--- config.mk ---
export PLATFORM = sky130hd
export DESIGN_NAME = uart_rx_fifo
export DESIGN_NICKNAME = d
export VERILOG_FILES = /design/src/rtl/uart_pkg.sv /design/src/rtl/uart_rx_fifo.sv
export SDC_FILE = /design/constraint.sdc
export NUM_CORES = 1
export LEC_CHECK = 0
export CORE_UTILIZATION = 53
export DETAILED_ROUTE_END_ITERATION = 10
export MAX_ROUTING_LAYER = met4
export PLACE_DENSITY = 0.75
export SLEW_MARGIN = 15
export SYNTH_ARGS = -nofsm -noshare
export SYNTH_HDL_FRONTEND = slang
export SYNTH_SLANG_ARGS = --single-unit
--- constraint.sdc ---
create_clock -name clk -period 2.8 [get_ports clk]
set_input_delay 0.56 -clock clk [delete_from_list [all_inputs] [get_ports clk]]
set_output_delay 0.56 -clock clk [all_outputs]
set_load 0.01 [all_outputs]
--- src/rtl/uart_pkg.sv ---
// uart_pkg: shared UART data width and byte type
package uart_pkg;
  localparam int UART_DATA_W = 8;
  typedef logic [UART_DATA_W-1:0] uart_byte_t;
endpackage

--- src/rtl/uart_rx_fifo.sv ---
// uart_rx_fifo: first-word-fall-through byte FIFO behind the UART receiver with overflow accounting
module uart_rx_fifo
  import uart_pkg::*;
#(
  parameter int DEPTH     = 16,
  parameter int AFULL_LVL = 12
) (
  input  logic                    clk,
  input  logic                    rst_n,
  input  uart_byte_t              in_data,
  input  logic                    in_valid,
  output uart_byte_t              out_data,
  output logic                    out_valid,
  input  logic                    out_ready,
  output logic [$clog2(DEPTH):0]  level,
  output logic                    almost_full,
  output logic                    overflow,
  input  logic                    overflow_clear,
  output logic [7:0]              drop_count
);
  localparam int AW = $clog2(DEPTH);

  if (DEPTH < 2 || (DEPTH & (DEPTH - 1)) != 0) begin : g_depth_chk
    $error("uart_rx_fifo: DEPTH must be a power of two >= 2");
  end
  if (AFULL_LVL < 1 || AFULL_LVL > DEPTH) begin : g_afull_chk
    $error("uart_rx_fifo: AFULL_LVL must be within 1..DEPTH");
  end

  logic [AW:0] wr_ptr, rd_ptr;
  uart_byte_t  mem [DEPTH];
  logic        full, push, pop, drop;

  assign full        = (wr_ptr[AW-1:0] == rd_ptr[AW-1:0]) && (wr_ptr[AW] != rd_ptr[AW]);
  assign out_valid   = wr_ptr != rd_ptr;
  assign level       = wr_ptr - rd_ptr;
  assign almost_full = level >= (AW + 1)'(AFULL_LVL);
  assign out_data    = mem[rd_ptr[AW-1:0]];
  assign pop         = out_valid & out_ready;
  assign push        = in_valid & (~full | pop);
  assign drop        = in_valid & full & ~pop;

  // Storage is not reset; a slot is only read once a push has filled it.
  always_ff @(posedge clk)
    if (push) mem[wr_ptr[AW-1:0]] <= in_data;

  // Pointers wrap naturally; a drop leaves them and the storage untouched.
  always_ff @(posedge clk or negedge rst_n)
    if (!rst_n) begin
      wr_ptr <= '0;
      rd_ptr <= '0;
    end else begin
      wr_ptr <= push ? wr_ptr + 1'b1 : wr_ptr;
      rd_ptr <= pop ? rd_ptr + 1'b1 : rd_ptr;
    end

  // Overflow accounting: a drop in the same cycle as a clear restarts the count at one.
  always_ff @(posedge clk or negedge rst_n)
    if (!rst_n) begin
      overflow   <= 1'b0;
      drop_count <= '0;
    end else begin
      overflow   <= drop | (overflow & ~overflow_clear);
      drop_count <= drop ? (overflow_clear ? 8'd1 : (&drop_count ? drop_count : drop_count + 8'd1))
                         : (overflow_clear ? 8'd0 : drop_count);
    end
endmodule

Word level (Yosys, flattened, before mapping):

Memory sizes are Yosys's and may differ from the RTL's.
Cells that the tools add are included.

* bits of input ports: 13
* RAM bits: 128
* flip-flop bits (word level): 19
* memories: 1
* output and inout bits: 24
* logic and storage cells: 34

* bitwise operators: 10
* add/sub/neg operators: 4
* muxes and demuxes: 6
* equality and inequality tests: 4
* reduce and logical (&&, ||, !) cells: 4
* order comparisons: 1

Memories
* mem: words 16, width 8, rd ports 1, clocked after memory_dff 0, wr ports 1, RTL line uart_rx_fifo.sv:31 `uart_byte_t mem [DEPTH];`

Operators with widths (number)
* $mux W8: 4
* $add A5 B1 Y5 const B: 2
* $add A8 B1 Y8 const B: 1
* $reduce_and A8 Y1: 1
* $and A1 B1 Y1: 5
* $ge A5 B4 Y1 const B: 1
* $ne A5 B5 Y1: 1
* $sub A5 B5 Y5: 1
* $eq A4 B4 Y1: 1
* $not A1 Y1: 3
* $mux W1: 2
* $ne A2 B2 Y1 const B: 1
* $or A1 B1 Y1: 2
* $reduce_and A2 Y1: 1
* $reduce_bool A2 Y1: 1
* $logic_and A1 B1 Y1: 1
* $ne A1 B1 Y1: 1

Logic depth before layout (Yosys ltp):

* depth in word-level cells: 7
* mapped depth: 10
* gate-level depth less buffers: 8

Least setup slack after synthesis:

OpenSTA, ideal clock, no wires.

* kind: register -> output
* from: register rd_ptr[1]
* to: output almost_full
* stages on the path, launching flop included: 9
* required time: 2.240 ns
* buffers on the path: 2
* slack: -0.034 ns
* data arrival time: 2.274 ns
* path through: dfrtp_1 > buf_2 > buf_1 > inv_1 > ha_1 > nor2b_1 > o21a_1 > or3_1 > a31o_2

* longest elaborated chain between the ends: 2

Ends and longest elaborated chain
* start: declaration: RTL line uart_rx_fifo.sv:30 `logic [AW:0] wr_ptr, rd_ptr;`
* start signal: assignment: RTL line uart_rx_fifo.sv:54 `rd_ptr <= pop ? rd_ptr + 1'b1 : rd_ptr;`
* $sub A5 B5 Y5: RTL line uart_rx_fifo.sv:36 `assign level = wr_ptr - rd_ptr;`
* $ge A5 B4 Y1: RTL line uart_rx_fifo.sv:37 `assign almost_full = level >= (AW + 1)'(AFULL_LVL);`
* end: declaration: RTL line uart_rx_fifo.sv:16 `output logic almost_full,`

Every way passes these cells.

Final worst setup path:

* from: register wr_ptr[0]
* to: output almost_full

* longest elaborated chain between the ends: 2

Ends and longest elaborated chain
* start: declaration: RTL line uart_rx_fifo.sv:30
* start signal: assignment: RTL line uart_rx_fifo.sv:53 `wr_ptr <= push ? wr_ptr + 1'b1 : wr_ptr;`
* $sub A5 B5 Y5: RTL line uart_rx_fifo.sv:36
* $ge A5 B4 Y1: RTL line uart_rx_fifo.sv:37

Every way passes these cells.

==> impl_metrics.py <==
metrics = {
    "synth": {
        "yosys_warnings": 0,
        "synth-main-ff-cell": "edfxtp_1",
        "synth.avg_cell_area_um2": 17.5,
        "ys_seq_area_frac": 0.699,
        "synthArstFlopShare": 0.129,
        "synth_seq_cells": 147,
        "synth-edff-count": 128,
        "synthCells": 353,
        "netlist-cell-type-count": 43,
        "syn_nets": 377,
        "synth_area_mm2": 0.00618,
    },
    "sta": {
        "worstMarginPinSlew_ps": 617,
        "maxSlewViolCount": 0,
        "setup_violations": 0,
        "fin_skew_ps": 10.5,
        "period_needed_ps": 2770,
        "timing.final.crit_share": 0.991,
        "max_freq_mhz": 360,
        "slew_headroom": 0.586,
        "finalHoldViolCount": 0,
        "rsz0062_at_grt": "true",
    },
    "floorplan": {
        "dieArea_mm2": 0.0121,
        "core_mm2": 0.0114,
        "chipWidth_um": 110,
        "row_count": 39,
        "dieHeight_um": 110,
        "initial_utilization": 0.544,
        "pin_count": 37,
    },
    "hold_path": {
        "hp-class": "in -> async",
    },
    "critical_path": {
        "r2r-start": "rd_ptr[4]",
        "crit_type": "reg -> out",
        "end_kind": "output pin",
        "cp_data_arrival_time_ps": 2210,
        "cp.required_ps": 2240,
        "ff2ff_setup_slack_ps": 330,
        "ff2ff_path_depth": 4,
        "r2r-end": "mem[6][1]",
        "cp-start-kind": "register",
        "crit_fanout": 2,
    },
    "cts": {
        "cts_tree": "yes",
        "clk_latency_ps": 420,
        "root_buffer": "clkbuf_16",
        "cts_buffer_depth": 2,
        "clkTransAtPathRegs_ps": 60,
        "cts_htree_levels": 4,
        "clock_sinks": 147,
        "cts_made_buffers": 17,
    },
    "global_route": {
        "grt_max_degree": 25,
        "grt_overflow": 0,
        "grt_use_total": 0.242,
        "grt_pass1_wl_um": 19700,
        "grt_antenna_before_repair": 0,
        "grt_pass1_vias": 3536,
    },
    "final_layout": {
        "final_nets": 451,
        "layout.cells.non_filler": 582,
        "mostFrequentLayoutCells": "128 x edfxtp_1, 24 x mux4_2, 23 x clkdlybuf4s50_1, 23 x buf_4, 22 x mux2i_1",
        "final_cell_area_mm2": 0.00775,
        "final_common_cell": "edfxtp_1",
        "fillers": 766,
        "finish.utilization": 0.682,
        "final_layout_size_suffix_gt1_frac": 0.298,
        "syn2layout_area_growth_pct": 25.4,
        "regArea_mm2": 0.00432,
        "antenna_cells": 0,
        "multi_input_area_mm2": 0.00182,
    },
    "detailed_routing": {
        "wl_met2_um": 6810,
        "topRoutingLayerUsed": "met4",
        "firstDrtPassIters": 4,
        "drtIter0Drc": 230,
        "viasPerCell": 5.83,
        "wl_met3_um": 585,
        "met1_length_um": 5300,
        "drc": 0,
        "routedWlPerCell_um": 22.1,
        "ant_nets": 0,
        "routed_wl_um": 12900,
        "via_count": 3395,
    },
    "placement": {
        "placed_area_mm2": 0.00678,
        "gp_congestion": 0.876,
        "io_buffers": 36,
        "placed_cells": 531,
        "hpwl_um": 7930,
    },
    "pwr": {
        "p_leak_nw": 2.76,
        "power_density_mw_per_mm2": 1140,
        "power.total_mw": 8.87,
        "vdd_ir_drop_max_mv": 1.01,
    },
    "status": {
        "run_status": "finished, final reports clean",
    },
    "flow_run": {
        "cap_violations": 0,
    },
}
[metrics by stage]
| stage | worst slack, ps | TNS, ps | hold WS [ps] |
|---|---|---|---|
| floorplan | 111 | 0 | 264 |
| detailed placement | 14.3 | 0 | 537 |
| global route | -56.7 | -61.1 | 491 |
| global placement | 77.8 | 0 | 518 |
| CTS | -14.9 | -14.9 | 475 |
| finish | 26.0 | 0 | 475 |
[Yosys cell counts, types with 2 or more instances]
| cell | count | share of area |
|---|---|---|
| a21oi_1 | 8 | 0.0065 |
| a221oi_1 | 8 | 0.011 |
| and2_1 | 17 | 0.017 |
| and3_1 | 2 | 0.0020 |
| and4_2 | 2 | 0.0032 |
| buf_1 | 3 | 0.0018 |
| buf_2 | 6 | 0.0049 |
| buf_4 | 3 | 0.0036 |
| clkbuf_1 | 3 | 0.0018 |
| dfrtp_1 | 19 | 0.077 |
| edfxtp_1 | 128 | 0.62 |
| ha_1 | 10 | 0.020 |
| inv_1 | 11 | 0.0067 |
| mux2i_1 | 24 | 0.039 |
| mux4_2 | 24 | 0.087 |
| nand2_1 | 7 | 0.0043 |
| nand3_1 | 5 | 0.0040 |
| nand4_1 | 5 | 0.0051 |
| nor2b_1 | 3 | 0.0030 |
| nor3_1 | 2 | 0.0016 |
| nor3b_1 | 2 | 0.0024 |
| o21ai_0 | 22 | 0.018 |
| o31ai_1 | 6 | 0.0073 |
| or3_1 | 3 | 0.0030 |
| or3_2 | 2 | 0.0024 |
| or4_1 | 2 | 0.0024 |
| xnor2_1 | 9 | 0.013 |
| xor2_1 | 2 | 0.0028 |
[sequential cells by signal, indices dropped and copies added, names as in the netlist]
name	count
mem	128
rd_ptr	5
drop_count	8
overflow	1
wr_ptr	5
[kinds of logic (layout without fill, tap and decap cells)]
| family | after synthesis | after routing | share of synthesized area |
|---|---|---|---|
| AO/OA/AOI/OAI | 49 | 49 | 0.0492 |
| AND/OR/NAND/NOR | 59 | 59 | 0.0628 |
| XOR/XNOR | 12 | 12 | 0.0182 |
| flip-flops | 147 | 147 | 0.699 |
| buffers and inverters | 27 | 113 | 0.0211 |
| multiplexers | 48 | 48 | 0.126 |
| adder cells (fa/ha/maj) | 11 | 11 | 0.0235 |
[per-layer routing]
layer / up-vias / global-route usage
li1: 1559 / -
met1: 1729 / 0.302
met2: 95 / 0.391
met3: 12 / 0.0594
met4: 0 / 0.0829
met5: - / -
[layout make-up]
| class | instances | share of cell area |
|---|---|---|
| flip-flops and latches | 147 | 0.558 |
| well taps | 143 | 0.0231 |
| clock buffers | 20 | 0.0563 |
| inverters | 11 | 0.00533 |
| multi-input cells | 179 | 0.235 |
| clock inverters | 11 | 0.0331 |
| repair buffers | 71 | 0.0894 |
[timing repair]
item,4_1_cts,5_1_grt
pin swaps,5,7
gates resized for setup,65,20
endpoints found under the setup margin,13,12
gates cloned,1,1
hold buffers,0,0
buffers inserted,12,6
endpoints found under the hold margin,0,0
[power by group]
| part | total [mW] | switching [mW] | internal [mW] |
|---|---|---|---|
| Combinational | 3.40 | 1.68 | 1.71 |
| Clock | 2.67 | 0.835 | 1.84 |
| Sequential | 2.80 | 0.133 | 2.66 |
| Total | 8.87 | 2.65 | 6.22 |
[critical path, stage by stage, from the launching register on]
cell,delay (ps)
dfrtp_1,380
inv_2,80
ha_4,130
inv_2,30
fa_2,340
a21o_1,200
a21oi_2,180
xnor2_2,90
a31o_2,240
buf_6,120
[worst max path at each step]
| stage | from | endpoint | slack (ps) | cells after the start |
|---|---|---|---|---|
| 2_1_floorplan | rd_ptr[2] | almost_full | 110 | 9 |
| 3_3_place_gp | wr_ptr[0] | almost_full | 80 | 9 |
| 3_5_place_dp | wr_ptr[0] | almost_full | 10 | 9 |
| 4_1_cts | wr_ptr[0] | almost_full | -10 | 9 |
| 5_1_grt | rd_ptr[0] | almost_full | -60 | 8 |
| 6_report | wr_ptr[0] | almost_full | 30 | 9 |
No activity file was read; power rests on OpenSTA's default activity.
